## config.mk

```make
export PLATFORM = sky130hd
export DESIGN_NAME = mig_rd_arbiter
export DESIGN_NICKNAME = d
export VERILOG_FILES = /design/src/rtl/mig_rd_arbiter.sv
export SDC_FILE = /design/constraint.sdc
export NUM_CORES = 1
export LEC_CHECK = 0
export BUFFER_PORTS_ARGS = -buffer_cell sky130_fd_sc_hd__buf_2
export CAP_MARGIN = 0
export CORE_AREA = 5 5 113 115
export DETAILED_ROUTE_END_ITERATION = 6
export DIE_AREA = 0 0 118 120
export GPL_TIMING_DRIVEN = 0
export PLACE_DENSITY = 0.68
export SYNTH_ARGS = -nofsm -noshare
export SYNTH_HDL_FRONTEND = slang
export SYNTH_SLANG_ARGS = --single-unit
```

## constraint.sdc

```tcl
create_clock -name mig_clk -period 4.3 [get_ports mig_clk]
set_input_delay 0.645 -clock mig_clk [delete_from_list [all_inputs] [get_ports mig_clk]]
set_output_delay 0.645 -clock mig_clk [all_outputs]
set_load 0.05 [all_outputs]
```

## src/rtl/mig_rd_arbiter.sv

```systemverilog
// Two-master read-channel arbiter in front of the MIG AXI port.
// One burst is outstanding at a time: the grant is taken when a master's AR
// request is seen in IDLE and held until the final R beat of that burst.
// Every burst's beat count and R ID are checked against the accepted AR.
module mig_rd_arbiter #(
    parameter bit RR_EN   = 1'b1,
    parameter bit PRIO_M1 = 1'b0
) (
    input  logic        mig_clk,
    input  logic        mig_rst,

    input  logic [6:0]  s0_arid,
    input  logic [31:0] s0_araddr,
    input  logic [7:0]  s0_arlen,
    input  logic [2:0]  s0_arsize,
    input  logic [1:0]  s0_arburst,
    input  logic        s0_arvalid,
    output logic        s0_arready,
    output logic [6:0]  s0_rid,
    output logic [31:0] s0_rdata,
    output logic [1:0]  s0_rresp,
    output logic        s0_rlast,
    output logic        s0_rvalid,
    input  logic        s0_rready,

    input  logic [6:0]  s1_arid,
    input  logic [31:0] s1_araddr,
    input  logic [7:0]  s1_arlen,
    input  logic [2:0]  s1_arsize,
    input  logic [1:0]  s1_arburst,
    input  logic        s1_arvalid,
    output logic        s1_arready,
    output logic [6:0]  s1_rid,
    output logic [31:0] s1_rdata,
    output logic [1:0]  s1_rresp,
    output logic        s1_rlast,
    output logic        s1_rvalid,
    input  logic        s1_rready,

    output logic [6:0]  mem_axi_arid,
    output logic [31:0] mem_axi_araddr,
    output logic [7:0]  mem_axi_arlen,
    output logic [2:0]  mem_axi_arsize,
    output logic [1:0]  mem_axi_arburst,
    output logic        mem_axi_arvalid,
    input  logic        mem_axi_arready,
    input  logic [6:0]  mem_axi_rid,
    input  logic [31:0] mem_axi_rdata,
    input  logic [1:0]  mem_axi_rresp,
    input  logic        mem_axi_rlast,
    input  logic        mem_axi_rvalid,
    output logic        mem_axi_rready,

    output logic        busy,
    output logic        grant,
    output logic        protocol_err
);

    typedef enum logic [1:0] {
        IDLE = 2'd0,
        ADDR = 2'd1,
        DATA = 2'd2
    } state_t;

    state_t      state_q, state_d;
    logic        grant_q, grant_d;
    logic        last_grant_q, last_grant_d;
    logic [7:0]  beat_cnt_q, beat_cnt_d;
    logic        perr_q, perr_d;
    logic [7:0]  len_q, len_d;
    logic [6:0]  id_q, id_d;

    logic        sel_arvalid;
    logic        sel_rready;
    logic        r_hs;
    logic        beat_bad;

    // Arbitration among simultaneous requesters; a lone requester always wins.
    function automatic logic pick_master(input logic req0, input logic req1,
                                         input logic last);
        if (req0 && req1) begin
            return RR_EN ? ~last : PRIO_M1;
        end
        return req1;
    endfunction

    // Address payload follows the granted master; R payload fans out to both.
    assign sel_arvalid     = grant_q ? s1_arvalid : s0_arvalid;
    assign sel_rready      = grant_q ? s1_rready  : s0_rready;
    assign mem_axi_arid    = grant_q ? s1_arid    : s0_arid;
    assign mem_axi_araddr  = grant_q ? s1_araddr  : s0_araddr;
    assign mem_axi_arlen   = grant_q ? s1_arlen   : s0_arlen;
    assign mem_axi_arsize  = grant_q ? s1_arsize  : s0_arsize;
    assign mem_axi_arburst = grant_q ? s1_arburst : s0_arburst;

    assign s0_rid   = mem_axi_rid;
    assign s0_rdata = mem_axi_rdata;
    assign s0_rresp = mem_axi_rresp;
    assign s0_rlast = mem_axi_rlast;
    assign s1_rid   = mem_axi_rid;
    assign s1_rdata = mem_axi_rdata;
    assign s1_rresp = mem_axi_rresp;
    assign s1_rlast = mem_axi_rlast;

    assign r_hs = mem_axi_rvalid & mem_axi_rready;

    // A beat is bad if rlast disagrees with the expected final beat, or the ID
    // does not match the accepted request.
    assign beat_bad = (mem_axi_rlast != (beat_cnt_q == len_q)) || (mem_axi_rid != id_q);

    assign busy         = (state_q != IDLE);
    assign grant        = grant_q;
    assign protocol_err = perr_q;

    // Control state register; reset abandons any in-flight burst.
    always_ff @(posedge mig_clk or posedge mig_rst) begin
        if (mig_rst) begin
            state_q      <= IDLE;
            grant_q      <= 1'b0;
            last_grant_q <= 1'b1;
            beat_cnt_q   <= 8'd0;
            perr_q       <= 1'b0;
        end else begin
            state_q      <= state_d;
            grant_q      <= grant_d;
            last_grant_q <= last_grant_d;
            beat_cnt_q   <= beat_cnt_d;
            perr_q       <= perr_d;
        end
    end

    // Accepted burst length and ID; only meaningful while in DATA.
    always_ff @(posedge mig_clk) begin
        len_q <= len_d;
        id_q  <= id_d;
    end

    // Next-state and bookkeeping for the grant/burst lifecycle.
    always_comb begin
        state_d      = state_q;
        grant_d      = grant_q;
        last_grant_d = last_grant_q;
        beat_cnt_d   = beat_cnt_q;
        perr_d       = perr_q;
        len_d        = len_q;
        id_d         = id_q;
        case (state_q)
            IDLE: begin
                if (s0_arvalid || s1_arvalid) begin
                    state_d = ADDR;
                    grant_d = pick_master(s0_arvalid, s1_arvalid, last_grant_q);
                end
            end
            ADDR: begin
                if (!sel_arvalid) begin
                    state_d = IDLE;
                end else if (mem_axi_arready) begin
                    len_d      = mem_axi_arlen;
                    id_d       = mem_axi_arid;
                    beat_cnt_d = 8'd0;
                    state_d    = DATA;
                end
            end
            DATA: begin
                if (r_hs) begin
                    beat_cnt_d = beat_cnt_q + 8'd1;
                    if (beat_bad) begin
                        perr_d = 1'b1;
                    end
                    if (mem_axi_rlast) begin
                        last_grant_d = grant_q;
                        state_d      = IDLE;
                    end
                end
            end
            default: state_d = IDLE;
        endcase
    end

    // Handshake steering: only the granted master sees ready/valid.
    always_comb begin
        mem_axi_arvalid = 1'b0;
        mem_axi_rready  = 1'b0;
        s0_arready      = 1'b0;
        s1_arready      = 1'b0;
        s0_rvalid       = 1'b0;
        s1_rvalid       = 1'b0;
        case (state_q)
            ADDR: begin
                mem_axi_arvalid = sel_arvalid;
                s0_arready      = ~grant_q & mem_axi_arready;
                s1_arready      = grant_q & mem_axi_arready;
            end
            DATA: begin
                mem_axi_rready = sel_rready;
                s0_rvalid      = ~grant_q & mem_axi_rvalid;
                s1_rvalid      = grant_q & mem_axi_rvalid;
            end
            default: ;
        endcase
    end

endmodule

```

Yosys cells after proc, flatten, opt, wreduce, memory -nomap -nowiden
Index checks and enable logic that the tools add are counted. W data, S select, Z words.

Register bits after elaboration: 28.

Add/sub/neg operators: 1. Eq/ne operators: 11. Multiplexer cells: 28. Bitwise gates (word level): 7. Reduce and logical (&&, ||, !) cells: 12.

Operators with widths (number): $mux W32 (1); $mux W8 (4); $pmux W8 S2 (1); $mux W1 (13); $mux W2 (6); $ne A2 B2 Y1 const B (5); $reduce_and A3 Y1 (3); $add A8 B1 Y8 const B (1); $eq A8 B8 Y1 (1); $reduce_and A4 Y1 (2); $mux W7 (1); $ne A7 B7 Y1 (1); $pmux W2 S3 (1); $and A1 B1 Y1 (5); $reduce_bool A2 Y1 (2); $mux W3 (1); $ne A3 B3 Y1 const B (1); $eq A2 B1 Y1 const B (1); $eq A2 B2 Y1 const B (1); $logic_not A2 Y1 (1); $logic_or A1 B1 Y1 (2); $not A1 Y1 (2); $reduce_and A2 Y1 (1); $logic_and A1 B1 Y1 (1); $ne A1 B1 Y1 (1).

Depth between registers and ports, before layout
Gate-level depths: netlist (run 1).

Depth in word-level cells: 5. Depth in mapped cells: 6.

Least setup slack after synthesis (run 1)
OpenSTA, ideal clock, no wires.

Kind: flip-flop to output port. Start point: register grant_q (netlist: grant). End point: output port s0_arready. Arrival time: 1.824 ns. Setup slack: 1.831 ns. Cell stages (with the launch flop): 5. Path through: dfrtp_1 buf_6 buf_2 clkbuf_1 nor2_1.

Longest elaborated chain between the ends: 3.

Ends and longest elaborated chain: start, declared (line 66) `logic grant_q, grant_d;`; start signal, assigned (line 125) `grant_q <= grant_d;`; $not A1 Y1 (line 191) `s0_arready = ~grant_q & mem_axi_arready;`; $and A1 B1 Y1 (line 191); $mux W1 (line 188) `case (state_q)`; end, declared (line 18) `output logic s0_arready,`.

No other way between the ends.

Worst setup path in the final report (run 1)
Start point: register grant_q (netlist: grant). End point: output port mem_axi_arlen[6].

Longest elaborated chain between the ends: 1.

Ends and longest elaborated chain: $mux W8 (line 92) `assign mem_axi_arlen = grant_q ? s1_arlen : s0_arlen;`; end, declared (line 42) `output logic [7:0] mem_axi_arlen,`.

No other way between the ends.

==> results of run 1 <==
worst paths after layout:
path	from	to	slack (ns)	cells past startpoint
min reg2reg	protocol_err	protocol_err	0.56	2
min in group mig_clk	protocol_err	protocol_err	0.56	2
max reg2reg	grant	len_q[6]	2.41	4
max in group asynchronous	mig_rst	last_grant_q	3.53	2
min	mig_rst	state_q[1]	0.41	2
max	grant	mem_axi_arlen[6]	1.53	5
metrics by stage:
stage / worst slack, ns / utilization, %
3_5_place_dp: 1.75 / 35.0
3_3_place_gp: 1.76 / 35.0
2_1_floorplan: 1.83 / -
4_1_cts: 1.45 / 35.9
6_report: 1.53 / 35.9
5_1_grt: 1.38 / 35.9
synthesized netlist by cell type:
library cell	instances	share of area [%]
inv_1	3	0.43
dfrtp_1	12	12
a41oi_1	1	0.34
dfstp_2	1	1.0
a31oi_1	1	0.24
inv_4	1	0.24
and3_1	5	1.2
a21oi_1	3	0.58
or3_1	1	0.24
nand2_1	11	1.6
buf_6	1	0.43
mux2_2	53	23
o21ai_0	5	0.96
mux2_4	2	1.2
nand3_1	1	0.19
and4_1	1	0.34
ha_1	1	0.48
nand3_4	2	1.3
clkbuf_1	4	0.58
edfxtp_1	15	17
xnor2_1	3	1.0
a41o_1	1	0.39
buf_4	84	24
a21o_1	1	0.29
o211ai_1	1	0.29
a311o_1	1	0.39
nor4_1	3	0.72
nor2b_1	3	0.72
nand2b_1	1	0.24
nor2_1	6	0.87
buf_2	3	0.58
or4_1	2	0.58
xor2_1	15	5.1
nand4_1	3	0.72
and2_1	1	0.24
o31ai_1	1	0.29
layout make-up:
| cell class | instances | share of cell area (%) |
|---|---|---|
| Sequential cell | 28 | 18.5 |
| Timing Repair Buffer | 264 | 31.4 |
| Clock buffer | 4 | 2.38 |
| Tap cell | 147 | 4.37 |
| Multi-Input combinational cell | 129 | 26.8 |
| Buffer | 92 | 16.0 |
| Inverter | 4 | 0.417 |
| Antenna cell | 2 | 0.119 |
kinds of logic (layout without fill, tap and decap cells):
group	after synthesis	in the layout	share of synthesized area, %
AOI/OAI and AO/OA	15	15	3.76
xor gates and xnor gates	18	18	6.08
adders and majority gates	1	1	0.482
buffers and inverters	96	364	26.6
DFF	28	28	29.9
muxes	55	55	24.2
other	0	2	0
and+or+nand+nor	40	40	9.02
critical path: stages, from the launching register on:
cell and delay (ns):
dfrtp_1 0.36, buf_6 0.14, buf_2 0.27, clkbuf_1 0.45
mux2_2 0.42, buf_2 0.22
power by group:
part | switching (W) | total (W) | internal, W
combinational | 0.00113 | 0.00162 | 0.000491
clock | 0.0000877 | 0.000249 | 0.000162
sequential | 0.0000338 | 0.000388 | 0.000354
total | 0.00125 | 0.00226 | 0.00101
state kept, by name (all words and copies together), names as in the netlist:
name / cells
beat_cnt_q: 8
grant: 1
id_q: 7
last_grant_q: 1
len_q: 8
protocol_err: 1
state_q: 2
layer usage:
metal	GRT usage, %	wire length [µm]
met5	0	0
met4	2.87	87
met3	3.82	908
met1	13.0	3290
met2	19.9	4420
==> summary.md, run 1 <==
| Metric | Value |
|---|---|
| Outcome | finished clean |
| H-tree Lvls | 1 |
| Top Ports | 299 |
| First-pass GRT wire length | 13,300 µm |
| Post-CTS Resized | 0 |
| Max Slew Vio Count | 0 |
| Relative slew slack | 62.2% |
| Worst Tran Pin Value | 0.561 ns |
| Endpoints failing setup | 0 |
| Mapped cell area | 0.00259 mm² |
| Clock transition at path regs | 0.07 ns |
| Layout overhead on the synthesized area | 62.1% |
| # rows | 40 |
| Worst hold path class | input port to asynchronous set/reset pin |
| Core area | 0.0117 mm² |
| Hold Violations, Final | 0 |
| Reg area | 777 µm² |
| Die W | 118 µm |
| Clock skew | 0.00326 ns |
| Postcts setup bufs | 0 |
| # port buffers | 264 |
| GPL Wtd Cong | 0.720 |
| Post-cts hold buffer count | 0 |
| Pin count of the biggest net entering global routing | 23 |
| Synth cell types | 36 |
| Antenna Nets Post-Route | 0 |
| CTS Sinks | 28 |
| Cells after synthesis | 253 |
| Clock Root Buffer | clkbuf_16 |
| Total negative slack | 0 ns |
| Die area | 0.0142 mm² |
| TritonCTS Buffers | 3 |
| Most common library cell in the layout ignoring fill and taps | buf_2 |
| Area of the multi-input gates | 0.00113 mm² |
| Ratio of cells with drive above 1 in the final layout | 79.7% |
| Clk_lat worst skew | 0.26 ns |
| Sequential area share after synthesis | 29.9% |
| Worst EP required | 3.65 ns |
| Nets@finish | 677 |
| Pre-antenna DRT Iters | 4 |
| Routed vias/inst | 3.97 |
| Pwr Total | 0.00226 W |
| Clock Tree Buf Depth | 2 |
| Leak | 2.29 nW |
| Global route total overflow | 0 |
| Drt first-iter violations | 55 |
| Total track usage | 11.2% |
| Via count | 2,662 |
| Number of instances in the placed design | 664 |
| Post-synth net total | 408 |
| Placed cell area | 0.00410 mm² |
| Syn. warnings | 0 |
| Max Cap Viol | 0 |
| Vias in the first global route | 2,724 |
| CTS tree | yes |
| CP Capture Type | output port |
| Startpoint Class | flop |
| Flops & latches, synth | 28 |
| Max Clk Rate | 361 MHz |
| WP data arrival | 2.13 ns |
| Post-route minimum period | 2.77 ns |
| Setup CP Type | flop to output port |
| Initial antenna violation count | 2 |
| Average cell area after synthesis | 10.3 µm² |
| Initial Util | 22.2% |
| WHS | 0.412 ns |
| # fillers | 1,250 |
| WL per Instance | 13.0 µm |
| RSZ-0062 raised after global routing | false |
| Die Y | 120 µm |
| Post-DP HPWL | 7780 µm |
| Max rail drop VDD | 0.000321 V |
| PwrDens | 537 mW/mm² |
| Worst-path fanout max | 10 |
| Layout Cells excl Fill | 670 |
| Commonest cells after routing, fill and taps aside | buf_2 (267), buf_4 (84), mux2_2 (53) |
| Design area | 0.00421 mm² |
| Detailed Route WL | 8700 µm |
| Drt drc | 0 |
| Final Cycle Share | 64.4% |
Note: power is estimated with default switching activity, not from simulation.
==> inputs of run 2 (changes only) <==
CORE_AREA = 5 5 114 116   (was 5 5 113 115)
DIE_AREA = 0 0 119 121   (was 0 0 118 120)
PLACE_DENSITY = 0.67   (was 0.68)
clock period = 2.88 ns   (was 4.3 ns; I/O delays follow)
==> summary.md, run 2 (synthesis results as in run 1) <==
| Metric | Value |
|---|---|
| Clock skew | 0.00264 ns (-0.000621 ns) |
| Clock Root Buffer | clkbuf_16 |
| Slowest stage delay, CP | 0.47 ns (+0.02 ns) |
| Core area | 0.0118 mm² (+0.85%) |
| Total negative slack | 0 ns (unchanged) |
| Relative slew slack | 62.9% (+0.63 points) |
| Area of the multi-input gates | 0.00113 mm² (unchanged) |
| Hold Violations, Final | 0 (unchanged) |
| Top Registers | beat_cnt_q (8), len_q (8), id_q (7) |
| Crit-path slowest cell | clkbuf_1 |
| Post-DP HPWL | 8040 µm (+3.4%) |
| Antenna Nets Post-Route | 0 (unchanged) |
| Worst EP required | 2.45 ns (-1.20 ns) |
| Leak | 2.29 nW (-0.22%) |
| Drt drc | 0 (unchanged) |
| # fillers | 1,264 (+1.1%) |
| PwrDens | 801 mW/mm² (+49%) |
| # rows | 40 (unchanged) |
| Die W | 119 µm (+0.85%) |
| Ratio of cells with drive above 1 in the final layout | 79.7% (unchanged) |
| H-tree Lvls | 1 (unchanged) |
| Routed vias/inst | 4.04 (+1.6%) |
| Post-route minimum period | 2.60 ns |
| Initial Util | 22.0% (-0.19 points) |
| WP data arrival | 2.17 ns (+0.04 ns) |
| Worst-path fanout max | 10 (unchanged) |
| Antenna diode count | 0 (-2) |
| Final Cycle Share | 90.3% |
| Layout overhead on the synthesized area | 61.4% |
| Most used cell, CP | buf_2 |
| Worst Tran Pin Value | 0.557 ns (-0.00427 ns) |
| Outcome | finished clean |
| Most common library cell in the layout ignoring fill and taps | buf_2 |
| CP Capture Type | output port |
| CTS Sinks | 28 (unchanged) |
| Max Cap Viol | 0 (unchanged) |
| Clock Tree Buf Depth | 2 (unchanged) |
| Drt first-iter violations | 58 (+5.5%) |
| Top Ports | 299 (unchanged) |
| CTS tree | yes |
| Startpoint Class | flop |
| Die area | 0.0144 mm² (+1.7%) |
| Global route total overflow | 0 (unchanged) |
| GPL Wtd Cong | 0.730 (+1.4%) |
| Pre-antenna DRT Iters | 4 (unchanged) |
| Max Clk Rate | 384 MHz |
| Max rail drop VDD | 0.000486 V (+52%) |
| Reg area | 777 µm² (unchanged) |
| WL per Instance | 13.5 µm (+3.6%) |
| Reg-to-reg startpoint | grant |
| First-pass GRT wire length | 13,700 µm (+3.1%) |
| Vias in the first global route | 2,801 (+2.8%) |
| Endpoints failing setup | 0 (unchanged) |
| Total track usage | 11.6% (+0.34 points) |
| Crit-path leading delay family | buffers and inverters |
| TritonCTS Buffers | 3 (unchanged) |
| # port buffers | 264 (unchanged) |
| Max Slew Vio Count | 0 (unchanged) |
| Commonest cells after routing, fill and taps aside | buf_2 (267), buf_4 (84), mux2_2 (53) |
| Clk_lat worst skew | 0.26 ns (about the same) |
| Crit-path cells | buf_6, buf_2, clkbuf_1, mux2_2, buf_2 |
| Worst hold path class | input port to asynchronous set/reset pin |
| Die Y | 121 µm (+0.83%) |
| RSZ-0062 raised after global routing | false |
| FF-to-FF path depth | 4 (unchanged) |
| Postcts setup bufs | 0 (unchanged) |
| Setup CP Type | flop to output port |
| Nets@finish | 677 (unchanged) |
| Post-CTS Resized | 0 (unchanged) |
| Via count | 2,697 (+1.3%) |
| Post-cts hold buffer count | 0 (unchanged) |
| Worst flop-to-flop path endpoint | len_q[6] |
| Clock transition at path regs | 0.07 ns (about the same) |
| Initial antenna violation count | 0 (-2) |
| Bufs and invs on worst path | 4 (unchanged) |
| WHS | 0.184 ns (-0.228 ns) |
| Pin count of the biggest net entering global routing | 23 (unchanged) |
| R2R setup slack | 0.94 ns (-1.47 ns) |
| Detailed Route WL | 8990 µm (+3.3%) |
## run 2: changes by cell type in the layout (fill, tap and decap cells not counted), sizes merged
cell,previous run,this run
diode,2,0
## run 2: through the flow
step	setup slack, ns	area (µm²)	cells	util [%]	power, W
2_1_floorplan	0.624	2590	253	-	0.00251
3_3_place_gp	0.520	4100	664	34.7	0.00304
5_1_grt	0.125	4190	668	35.5	0.00353
3_5_place_dp	0.529	4100	664	34.7	0.00305
6_report	0.278	4190	668	35.5	0.00335
4_1_cts	0.227	4190	668	35.5	0.00340
## run 2: worst max path at each step
stage	startpoint	to	slack, ns	cells after the start
2_1_floorplan	grant	s0_arready	0.62	4
3_3_place_gp	grant	mem_axi_arlen[6]	0.52	5
3_5_place_dp	grant	mem_axi_arlen[6]	0.53	5
4_1_cts	grant	mem_axi_arlen[6]	0.23	5
5_1_grt	grant	mem_axi_arlen[6]	0.13	5
6_report	grant	mem_axi_arlen[6]	0.28	5
## run 2: power by group
part	switching (W)	internal, W
sequential	0.0000541	0.000529
combinational	0.00169	0.000734
clock	0.000132	0.000213
total	0.00188	0.00148
## run 2: final cells by class
| cell class | instances | area share, % |
|---|---|---|
| Clock buffer | 4 | 2.12 |
| Multi-Input combinational cell | 129 | 26.9 |
| Tap cell | 147 | 4.39 |
| Timing Repair Buffer | 264 | 31.5 |
| Buffer | 92 | 16.0 |
| Sequential cell | 28 | 18.5 |
| Inverter | 4 | 0.418 |
## run 2: layer usage
metal | part of all wire [%] | track usage (%)
met2 | 54 | 22.2
met5 | 0 | 0
met1 | 36 | 12.7
met3 | 9.1 | 3.17
met4 | 0.95 | 2.10
